## config.mk

```make
export PLATFORM = sky130hd
export DESIGN_NAME = iter_mdu
export DESIGN_NICKNAME = d
export VERILOG_FILES = /design/src/rtl/mdu_pkg.sv /design/src/rtl/mdu_addsub.sv /design/src/rtl/iter_mdu.sv
export SDC_FILE = /design/constraint.sdc
export NUM_CORES = 1
export LEC_CHECK = 0
export BUFFER_PORTS_ARGS = -buffer_cell sky130_fd_sc_hd__buf_2
export CORE_ASPECT_RATIO = 1.5
export CORE_MARGIN = 5
export CORE_UTILIZATION = 25
export DETAILED_ROUTE_END_ITERATION = 7
export HOLD_SLACK_MARGIN = 0.02
export SLEW_MARGIN = 20
export SYNTH_ARGS = -nofsm -noshare
export SYNTH_HDL_FRONTEND = slang
export SYNTH_SLANG_ARGS = --single-unit
```

## constraint.sdc

```tcl
create_clock -name clk -period 17.6 [get_ports clk]
set_clock_uncertainty 0.1 [all_clocks]
set_input_delay 0.88 -clock clk [delete_from_list [all_inputs] [get_ports clk]]
set_output_delay 0.88 -clock clk [all_outputs]
set_load 0.005 [all_outputs]
```

## src/rtl/mdu_pkg.sv

```systemverilog
// mdu_pkg: op encodings, controller states and reset constants for iter_mdu
package mdu_pkg;
  typedef enum logic [2:0] {
    OP_MUL   = 3'd0,
    OP_UMULL = 3'd1,
    OP_SMULL = 3'd2,
    OP_UDIV  = 3'd3,
    OP_SDIV  = 3'd4
  } op_e;
  typedef enum logic [1:0] {
    S_IDLE = 2'd0,
    S_RUN  = 2'd1,
    S_DONE = 2'd2
  } state_e;
  localparam state_e RST_STATE = S_IDLE;
  localparam logic   RST_FLAG  = 1'b0;
  function automatic logic is_div(input logic [2:0] o);
    return o == OP_UDIV || o == OP_SDIV;
  endfunction
  function automatic logic is_signed_op(input logic [2:0] o);
    return o == OP_SMULL || o == OP_SDIV;
  endfunction
  function automatic logic is_rsvd(input logic [2:0] o);
    return o > OP_SDIV;
  endfunction
endpackage

```

## src/rtl/mdu_addsub.sv

```systemverilog
// mdu_addsub: N-bit add or subtract with carry-out (carry=1 on subtract means no borrow)
module mdu_addsub #(
  parameter int N = 33
) (
  input  logic [N-1:0] x,
  input  logic [N-1:0] y,
  input  logic         sub,
  output logic [N-1:0] s,
  output logic         co
);
  assign {co, s} = {1'b0, x} + {1'b0, sub ? ~y : y} + (N+1)'(sub);
endmodule

```

## src/rtl/iter_mdu.sv

```systemverilog
// iter_mdu: iterative radix-2 multiply/divide unit, one step per clock
module iter_mdu
  import mdu_pkg::*;
#(
  parameter int WIDTH = 32
) (
  input  logic             clk,
  input  logic             reset,
  input  logic             start,
  input  logic [2:0]       op,
  input  logic [WIDTH-1:0] a,
  input  logic [WIDTH-1:0] b,
  output logic             busy,
  output logic             done,
  output logic [WIDTH-1:0] result_lo,
  output logic [WIDTH-1:0] result_hi,
  output logic             div_by_zero
);
  localparam int CW = $clog2(WIDTH + 1);
  state_e state, state_n;
  logic [CW-1:0] cnt;
  logic [2:0] op_q;
  logic [WIDTH-1:0] hi, lo, m, hi_n, lo_n, a_mag, b_mag, quo, rem;
  logic [WIDTH:0] x, s, t;
  logic [2*WIDTH-1:0] prod;
  logic co, div_op, last, neg_q, rneg_q, sgn_in, dz_in, skip_in;
  assign div_op  = is_div(op_q);
  assign last    = cnt == CW'(WIDTH - 1);
  assign sgn_in  = is_signed_op(op);
  assign dz_in   = is_div(op) && b == '0;
  assign skip_in = is_rsvd(op) || dz_in;
  assign a_mag   = sgn_in && a[WIDTH-1] ? -a : a;
  assign b_mag   = sgn_in && b[WIDTH-1] ? -b : b;
  assign x       = div_op ? {hi, lo[WIDTH-1]} : {1'b0, hi};
  assign busy    = state != S_IDLE;
  assign done    = state == S_DONE;
  mdu_addsub #(.N(WIDTH + 1)) u_addsub (
    .x  (x),
    .y  ({1'b0, m}),
    .sub(div_op),
    .s  (s),
    .co (co)
  );
  // one shift-add (multiply) or restoring shift-subtract (divide) step, plus sign fix-up of the final step
  always_comb begin
    t    = div_op ? (co ? s : x) : (lo[0] ? s : {1'b0, hi});
    hi_n = div_op ? t[WIDTH-1:0] : t[WIDTH:1];
    lo_n = div_op ? {lo[WIDTH-2:0], co} : {t[0], lo[WIDTH-1:1]};
    prod = neg_q ? -{hi_n, lo_n} : {hi_n, lo_n};
    quo  = neg_q ? -lo_n : lo_n;
    rem  = rneg_q ? -hi_n : hi_n;
  end
  // state register
  always_ff @(posedge clk) begin
    if (reset) state <= RST_STATE;
    else       state <= state_n;
  end
  // next state: reserved ops and divide-by-zero jump straight to DONE
  always_comb begin
    state_n = state;
    if (state == S_IDLE)     state_n = start ? (skip_in ? S_DONE : S_RUN) : S_IDLE;
    else if (state == S_RUN) state_n = last ? S_DONE : S_RUN;
    else                     state_n = S_IDLE;
  end
  // operand latch, iteration datapath and result registers (written only on entry to DONE)
  always_ff @(posedge clk) begin
    if (reset) begin
      cnt         <= '0;
      op_q        <= '0;
      hi          <= '0;
      lo          <= '0;
      m           <= '0;
      neg_q       <= RST_FLAG;
      rneg_q      <= RST_FLAG;
      result_lo   <= '0;
      result_hi   <= '0;
      div_by_zero <= RST_FLAG;
    end else if (state == S_IDLE && start) begin
      cnt    <= '0;
      op_q   <= op;
      hi     <= '0;
      lo     <= is_div(op) ? a_mag : b_mag;
      m      <= is_div(op) ? b_mag : a_mag;
      neg_q  <= sgn_in && (a[WIDTH-1] ^ b[WIDTH-1]);
      rneg_q <= sgn_in && a[WIDTH-1];
      if (skip_in) begin
        result_lo   <= '0;
        result_hi   <= dz_in ? a : '0;
        div_by_zero <= dz_in;
      end
    end else if (state == S_RUN) begin
      cnt <= cnt + 1'b1;
      hi  <= hi_n;
      lo  <= lo_n;
      if (last) begin
        result_lo   <= div_op ? quo : prod[WIDTH-1:0];
        result_hi   <= div_op ? rem : (op_q == OP_MUL ? '0 : prod[2*WIDTH-1:WIDTH]);
        div_by_zero <= 1'b0;
      end
    end
  end
endmodule

```

==> impl_results.md, run 1 <==
* Status: complete, no violations
* VDD IR max at 0.0711 mV
* Setup tns final at 0 ps
* Crit path launch type: register
* CTS clk-pin slew, worst paths at 70 ps
* Mean post-synth cell area at 6.79 µm²
* Commonest non-fill, non-tap cell in the layout: nand2_1
* Synth warn at 0
* Synthesized flop and latch total at 174
* Hold-critical path depth at 2
* Residual DRC count at 0
* Switching Power at 0.580 mW
* Power density cells at 78.9 nW/µm²
* Largest net degree at the start of global routing at 89
* Post-route ant nets at 0
* Setup slack after placement at 9210 ps
* Adder-Cell Fraction of Synth Area at 3.03%
* Slew @ Worst Pin at 1160 ps
* Worst Path Buf+Inv at 3
* EDFF count, synth at 0
* Via density at 5.68
* Crit path DAT at 8980 ps
* Most used cell, CP: nand2_1
* Initial Util at 25.1%
* Post-CTS Setup Bufs at 0
* Crit-path max FO at 34
* Die height at 315 µm
* Htree depth at 4
* Distinct cells, synth at 92
* PnR worst setup slack at 8850 ps
* Crit-path leading delay family: simple AND/OR/NAND/NOR gates
* Setup violations, final at 0
* First-pass GRT wire length at 109000 µm
* Boundary pin count at 137
* Grt ovf at 0
* Root Buffer: clkbuf_16
* CP Capture Type: register
* Largest family of logic cells by synthesized area: simple AND/OR/NAND/NOR gates
* CORE AREA at 61900 µm²
* Critical Path Max Stage Delay at 690 ps
* Leak at 6.66 nW
* Hold Buf Count CTS at 0
* Worst reg2reg endpoint: result_hi[4]
* Final #Nets at 2419
* First-pass DRT Iterations at 8
* Pins over their slew limit at 0
* Full die area at 67300 µm²
* Reg-to-reg setup timing slack at 8850 ps
* Area Overhead vs Synth at 12.2%
* Vias in the first global route at 17.2k
* Req. time, crit path at 17830 ps
* Via count at 17.7k
* Max Cap Violations at 0
* DP HPWL at 57300 µm
* Synth async-reset ratio at 0%
* Clk pwr share at 28.7%
* Final Cycle Share at 49.7%
* PortBufs at 136
* Total GRT Usage at 21.3%
* Setup Crit Path Kind: reg2reg
* Final Hold Violating Endpoints at 0
* Clock buffer depth at 2
* Synth Instances at 2289
* Post-synthesis xor/xnor area fraction at 9.75%
* Post_cts resized at 0
* Yosys top cell by area: dfxtp_1
* Critical-path top delay cell: nor2_2
* Chip width at 214 µm
* Num rows at 112
* Ys flop type: dfxtp_1
* Most frequent cells in the layout: 443 x nand2_1, 241 x nor2_1, 193 x a21oi_1, 174 x dfxtp_1, 136 x buf_2
* Hold Startpoint: result_lo[1]
* Share of layout cells above drive strength 1 at 10.3%
* Mux cell area share after synthesis at 2.92%
* Clock latency on the worst-skew pair at 470 ps
* Min Tclk post-route at 8750 ps
* Post-synth top area share at 22.4%
* Compound-cell area share of the yosys netlist at 27.1%
* Wire per inst at 23.7 µm
* Gpl congestion at 1.03
* DR iter-0 viols at 1718
* Register share of total power at 32.9%
* Sequential-to-total area share from yosys stat at 22.4%
* Cell count of the worst reg-to-reg path at 26
* Syn Std Cell Area at 15500 µm²
* Worst r2r src: op_q[0]
* DRT Wirelength at 74000 µm
* CTS sink count at 174
* Combinational power share at 38.5%
* Peak Freq at 114 MHz
* Main area contributors after synthesis: dfxtp_1 22%, nand2_1 11%, a21oi_1 6.2%
* Synth Area in Simple Gates at 30.1%
* Internal power at 0.795 mW
* Unrepaired setup endpoints after global routing: false
* Worst Hold End: result_lo[1]
* CTS tree: built
* Slew margin rel. at 21.8%
* Sw Ratio at 42.2%
* Hold/Removal Path Class: reg2reg
* TritonCTS Buffers at 17
* Initial antenna violation count at 4
* Syn nets at 2396
routing by layer:
layer | track usage [%] | wire (µm) | share of wire, % | vias to the layer above
met4 | 19.4 | 8430 | 11 | 2
met2 | 35.9 | 35400 | 48 | 846
li1 | - | - | - | 8270
met3 | 3.20 | 4190 | 5.7 | 275
met5 | 0 | 17 | 0.023 | -
met1 | 22.6 | 26000 | 35 | 8356
registers in the layout (all words and copies together), names as in the netlist:
name	cells
lo	32
result_hi	32
m	32
cnt	6
div_by_zero	1
rneg_q	1
op_q	3
neg_q	1
hi	32
state	2
result_lo	32
kinds of logic after synthesis:
logic type | after synthesis
muxes | 45
DFF | 174
and+or+nand+nor | 1029
buffers and inverters | 187
xor gates and xnor gates | 173
adders and majority gates | 37
AOI/OAI and AO/OA | 644
synth_stat cells (13+ instances only):
master / instances
a221oi_1: 17
nand4_1: 33
inv_1: 26
and2_1: 16
nand2_1: 445
xnor2_1: 102
nor3_1: 63
nor4_1: 17
o41ai_1: 13
a211oi_1: 49
o211ai_1: 48
mux2i_1: 42
a21o_1: 14
nand3_1: 92
o21ai_0: 119
dfxtp_1: 174
clkbuf_1: 128
o31ai_1: 25
a21oi_1: 194
ha_1: 36
or3_1: 18
nor2_1: 241
a22oi_1: 44
nand2b_1: 14
buf_1: 23
xor2_1: 71
and3_1: 14
tightest hold or removal path: cells and delay by family (launching register included):
| family | cells | cell delay, ps |
|---|---|---|
| flip-flops | 1 | 310 |
| AO/OA/AOI/OAI | 1 | 50 |
| AND/OR/NAND/NOR | 1 | 50 |
worst max path at each step:
| stage | to | startpoint | slack (ps) | cells past startpoint |
|---|---|---|---|---|
| after global routing | result_hi[4] | op_q[0] | 8690 | 26 |
| after CTS | result_hi[4] | op_q[0] | 9200 | 26 |
| after detailed placement | result_hi[4] | op_q[0] | 9210 | 26 |
| final | result_hi[4] | op_q[0] | 8850 | 26 |
| after floorplan | result_hi[22] | op_q[1] | 10210 | 28 |
| after global placement | result_hi[4] | op_q[0] | 9350 | 26 |
layout make-up:
| class | count | area (µm²) |
|---|---|---|
| Antenna cell | 2 | 5.00 |
| Clock buffer | 21 | 480 |
| Clock inverter | 11 | 105 |
| Fill cell | 6995 | 44500 |
| Inverter | 27 | 101 |
| Multi-Input combinational cell | 1928 | 11400 |
| Sequential cell | 174 | 3480 |
| Tap cell | 798 | 998 |
| Timing Repair Buffer | 164 | 891 |
through the flow:
stage	area [µm²]	std cells	power (mW)	util [%]	hold WS [ps]
after global routing	17400	3123	1.44	28.1	383
after global placement	16800	3090	0.975	27.2	349
after detailed placement	16800	3091	0.972	27.2	343
final	17400	3125	1.38	28.1	360
after CTS	17400	3123	1.37	28.1	361
after floorplan	15500	2289	0.794	-	344
power by group through the flow:
stage | registers, mW | clock network [mW] | logic, mW
global route | 0.455 | 0.415 | 0.566
detailed placement | 0.460 | 0 | 0.512
global placement | 0.460 | 0 | 0.515
CTS | 0.451 | 0.402 | 0.515
finish | 0.452 | 0.394 | 0.529
floorplan | 0.447 | 0 | 0.347
No activity file was read; power rests on OpenSTA's default activity.
==> run 2, diff against run 1 <==
--- a/config.mk
+++ b/config.mk
@@ -5,6 +5,7 @@
 export SDC_FILE = /design/constraint.sdc
 export NUM_CORES = 1
 export LEC_CHECK = 0
+export ABC_AREA = 1
 export BUFFER_PORTS_ARGS = -buffer_cell sky130_fd_sc_hd__buf_2
 export CORE_ASPECT_RATIO = 1.5
 export CORE_MARGIN = 5
==> constraint.sdc (replaced) <==
create_clock -name clk -period 9 [get_ports clk]
set_clock_uncertainty 0.1 [all_clocks]
set_input_delay 0.45 -clock clk [delete_from_list [all_inputs] [get_ports clk]]
set_output_delay 0.45 -clock clk [all_outputs]
set_load 0.005 [all_outputs]
==> impl_results.md, run 2 <==
* Status: complete, no violations
* Largest net degree at the start of global routing at 99
* Wire per inst at 19.1 µm
* Initial antenna violation count at 3
* Setup tns final at 0 ps
* Final #Nets at 3008
* Crit path launch type: register
* Gpl congestion at 1.03
* Top cells by count, synth: 750 x nand2_1, 363 x inv_1, 279 x nor2_1
* Unrepaired setup endpoints after global routing: false
* PortBufs at 136
* First-pass GRT wire length at 109000 µm
* Vias in the first global route at 18.2k
* Crit path DAT at 6930 ps
* CTS clk-pin slew, worst paths at 80 ps
* Area after DPL at 17900 µm²
* Slew margin rel. at 26.8%
* Setup Crit Path Kind: reg2reg
* Area Overhead vs Synth at 12.6%
* Yosys top cell by area: dfxtp_1
* Mean post-synth cell area at 5.76 µm²
* CP Capture Type: register
* Commonest non-fill, non-tap cell in the layout: nand2_1
* CTS sink count at 174
* Post-synth top area share at 21.2%
* Synth warn at 0
* Full die area at 71000 µm²
* Die height at 324 µm
* Hold Buf Count CTS at 0
* Synth Instances at 2850
* Final Power at 3.02 mW
* Post_cts resized at 0
* EDFF count, synth at 0
* Final Hold Violating Endpoints at 0
* Slew @ Worst Pin at 1100 ps
* Setup violations, final at 0
* Syn Std Cell Area at 16400 µm²
* Grt ovf at 0
* Most used cell, CP: nand2_1
* Htree depth at 4
* Via count at 19.0k
* Post-route ant nets at 0
* Fill count at 7557
* Post-CTS Setup Bufs at 0
* Final Cycle Share at 73.6%
* Final Cell Area at 18500 µm²
* DR iter-0 viols at 1591
* Pins over their slew limit at 0
* Hold/Removal Path Class: in2reg
* Distinct cells, synth at 54
* Min Tclk post-route at 6620 ps
* Synth async-reset ratio at 0%
* TritonCTS Buffers at 17
* Num rows at 115
* Total GRT Usage at 19.9%
* Via density at 5.00
* Critical-path top delay cell: nand2_8
* VDD IR max at 0.117 mV
* Count leader, synth: nand2_1
* Boundary pin count at 137
* Clock buffer depth at 2
* Ys flop type: dfxtp_1
* First-pass DRT Iterations at 6
* CTS tree: built
* CORE AREA at 65300 µm²
* Synthesized flop and latch total at 174
* Chip width at 219 µm
* Most frequent cells in the layout: 748 x nand2_1, 362 x inv_1, 278 x nor2_1, 274 x o21ai_0, 205 x nand3_1
* DRT Wirelength at 72400 µm
* Root Buffer: clkbuf_16
* Share of layout cells above drive strength 1 at 10.2%
* Placed insts at 3759
* Max Cap Violations at 0
* Peak Freq at 151 MHz
* Main area contributors after synthesis: dfxtp_1 21%, nand2_1 17%, o21ai_0 8.3%
* Critical Path Max Stage Delay at 540 ps
* Leak at 8.77 nW
* DP HPWL at 57400 µm
* Syn nets at 2957
* Sequential-to-total area share from yosys stat at 21.2%
* Initial Util at 25.1%
* Crit-path max FO at 98
* Clock latency on the worst-skew pair at 480 ps
* Power density cells at 164 nW/µm²
* Fin cells at 3793
* Req. time, crit path at 9310 ps
* Residual DRC count at 0
==> run 2: changes by cell type after synthesis, sizes merged, moves of 24 or more <==
cell | before | now
nor3 | 64 | 32
mux2i | 42 | 0
inv | 26 | 378
xnor2 | 102 | 14
a211oi | 53 | 1
o21ai | 131 | 305
clkbuf | 128 | 80
o211ai | 48 | 24
nand3 | 93 | 213
xor2 | 71 | 107
nand2 | 446 | 774
nor2 | 244 | 306
a22oi | 44 | 1
==> run 2: cells by family after synthesis <==
group	share of synthesized area [%]
and+or+nand+nor	36.0
AOI/OAI and AO/OA	21.3
buffers and inverters	12.2
DFF	21.2
xor gates and xnor gates	6.45
adders and majority gates	2.86
==> run 2: power by group <==
part	switching [mW]	internal (mW)
registers	0.0420	0.827
logic	0.977	0.373
clock network	0.419	0.386
total	1.44	1.59
==> run 2: final cells by class <==
| class | instances | area, µm² | share of cell area [%] |
|---|---|---|---|
| flip-flops and latches | 174 | 3480 | 18.8 |
| clock inverters | 15 | 214 | 1.16 |
| diodes | 2 | 5.00 | 0.0271 |
| well taps | 877 | 1100 | 5.93 |
| clock buffers | 17 | 425 | 2.30 |
| repair buffers | 159 | 853 | 4.61 |
| multi-input cells | 2167 | 11000 | 59.4 |
| inverters | 382 | 1440 | 7.77 |
==> run 2: critical path, delay by kind of cell, from the launching register on <==
family / cells / cell delay (ps)
XOR/XNOR: 1 / 100
AO/OA/AOI/OAI: 6 / 1390
adder cells (fa/ha/maj): 2 / 520
flip-flops: 1 / 330
buffers and inverters: 3 / 690
AND/OR/NAND/NOR: 19 / 3360
==> run 2: per-stage QoR <==
step,setup WS [ps],util (%),hold slack [ps]
detailed placement,2500,27.3,350
CTS,2470,28.3,173
finish,2380,28.3,190
global placement,2640,27.3,348
global route,1860,28.3,217
floorplan,3420,-,337
==> run 2: worst paths after layout <==
check	from	end	slack (ps)	cells after the start
max	op_q[2]	result_hi[12]	2380	31
min	op[0]	op_q[0]	190	3
max reg2reg	op_q[2]	result_hi[12]	2380	31
min reg2reg	cnt[2]	cnt[2]	370	2
==> run 2: routing by layer <==
layer	share of wire, %	up-vias	global-route usage, %
met5	0	-	0
met1	37	8748	21.6
met4	9.9	0	16.5
met3	5.0	200	2.39
li1	-	9325	-
met2	48	686	34.3
==> run 3, diff against run 2 <==
==> constraint.sdc (replaced) <==
create_clock -name clk -period 6.6 [get_ports clk]
set_clock_uncertainty 0.1 [all_clocks]
set_input_delay 0.33 -clock clk [delete_from_list [all_inputs] [get_ports clk]]
set_output_delay 0.33 -clock clk [all_outputs]
set_load 0.005 [all_outputs]
==> impl_results.md, run 3 (same netlist as run 2, synthesis figures left out) <==
* Most frequent cells in the layout: 748 x nand2_1, 362 x inv_1, 278 x nor2_1, 274 x o21ai_0, 205 x nand3_1
* PortBufs at 136
* Register area at 3480 µm²
* Switching Power at 1.91 mW
* Full die area at 71000 µm²
* DP HPWL at 58200 µm
* Chip width at 219 µm
* Worst r2r src: op_q[2]
* Setup violations, final at 0
* Reg-to-reg setup timing slack at 510 ps
* Initial Util at 25.1%
* First-pass DRT Iterations at 8
* Area Overhead vs Synth at 13.1%
* Total GRT Usage at 20.0%
* Critical-path top delay cell: nor3_1
* Via density at 4.99
* Unrepaired setup endpoints after global routing: false
* Worst reg2reg endpoint: result_hi[20]
* Post-CTS Setup Bufs at 0
* Violated checks: DRC
* Status: finished with violations
* CORE AREA at 65300 µm²
* Root Buffer: clkbuf_16
* Hold/Removal Path Class: in2reg
* Num rows at 115
* Slew @ Worst Pin at 1100 ps
* VDD IR max at 0.166 mV
* Crit-path max FO at 78
* Clock latency on the worst-skew pair at 470 ps
* CTS tree: built
* Via count at 19.0k
* Setup Crit Path Kind: reg2reg
* Vias in the first global route at 18.1k
* TritonCTS Buffers at 17
* Most used cell, CP: nand2_1
* Crit path launch type: register
* Commonest non-fill, non-tap cell in the layout: nand2_1
* Hold Buf Count CTS at 0
* Final #Nets at 3017
* Footprint of the multi-input gates at 11000 µm²
* Initial antenna violation count at 4
* Htree depth at 4
* Share of layout cells above drive strength 1 at 10.5%
* CTS clk-pin slew, worst paths at 70 ps
* Fill count at 7577
* Worst setup path end: result_hi[20]
* DRT Wirelength at 73000 µm
* DR iter-0 viols at 1478
* Clock buffer depth at 2
* Boundary pin count at 137
* Req. time, crit path at 6900 ps
* Max Cap Violations at 0
* Peak Freq at 164 MHz
* CTS sink count at 174
* Min Tclk post-route at 6090 ps
* Power density cells at 225 nW/µm²
* Finished Core Util at 28.4%
* Residual DRC count at 4
* CP Capture Type: register
* Final Hold Violating Endpoints at 0
* Critical Path Max Stage Delay at 420 ps
* Pins over their slew limit at 0
* Internal power at 2.27 mW
* Setup crit start: op_q[2]
* Slew margin rel. at 26.4%
* First-pass GRT wire length at 109000 µm
* Sw Ratio at 45.7%
* Largest net degree at the start of global routing at 96
* Post_cts resized at 0
* Setup tns final at 0 ps
* Final Power at 4.17 mW
* Die height at 324 µm
* Wire per inst at 19.2 µm
* Register share of total power at 28.4%
* Combinational power share at 44.4%
* Final Cycle Share at 92.2%
* Gpl congestion at 1.04
* Post-route ant nets at 0
* Crit path DAT at 6390 ps
* Clk pwr share at 27.1%
* Cell count of the worst reg-to-reg path at 31
* Leak at 8.82 nW
* Grt ovf at 0
## run 3: cell types whose count changed in the layout (fill, tap and decap cells not counted), sizes merged
cell	delta
clkinvlp	+2
clkinv	-6
buf	+9
diode	+2
clkbuf	+1
bufinv	+3
## run 3: worst min-delay path by stage
stage / from / to / slack, ps / cells past startpoint
detailed placement: div_by_zero / div_by_zero / 350 / 2
global placement: cnt[2] / cnt[2] / 350 / 2
finish: op[0] / op_q[0] / 70 / 3
CTS: op[0] / op_q[0] / 50 / 3
floorplan: cnt[2] / cnt[2] / 340 / 2
global route: op[0] / op_q[0] / 100 / 3
## run 3: metrics by stage
stage | setup slack, ps | area, µm² | std cells | hold WS, ps
2_1_floorplan | 1020 | 16400 | 2850 | 337
3_3_place_gp | 704 | 17900 | 3768 | 349
3_5_place_dp | 608 | 17900 | 3768 | 353
4_1_cts | 581 | 18600 | 3800 | 49.9
5_1_grt | 12.3 | 18600 | 3801 | 95.7
6_report | 513 | 18600 | 3804 | 66.8
## run 3: final cells by class
cell class,count,share of cell area (%)
diodes,4,0.0539
clock buffers,18,2.36
clock inverters,14,0.957
inverters,382,7.75
multi-input cells,2167,59.1
flip-flops and latches,174,18.8
well taps,877,5.91
repair buffers,168,5.09
## run 3: power by group through the flow
stage | Clock [mW] | Combinational, mW | Sequential (mW)
6_report | 1.13 | 1.85 | 1.19
5_1_grt | 1.19 | 2.02 | 1.19
4_1_cts | 1.15 | 1.83 | 1.18
3_5_place_dp | 0 | 1.82 | 1.21
3_3_place_gp | 0 | 1.82 | 1.21
2_1_floorplan | 0 | 1.23 | 1.19
## run 3: critical path, delay by kind of cell (launching register included)
family                     cells  cell delay, ps
and+or+nand+nor               18            3040
adders and majority gates      2             530
AOI/OAI and AO/OA              8            1380
DFF                            1             330
buffers and inverters          3             520
## run 3: layer usage
metal	GRT usage [%]	part of all wire, %	vias to the layer above
li1	-	-	9361
met1	20.5	36	8673
met3	2.84	4.7	254
met2	33.8	47	706
met5	0	0	-
met4	20.6	12	0
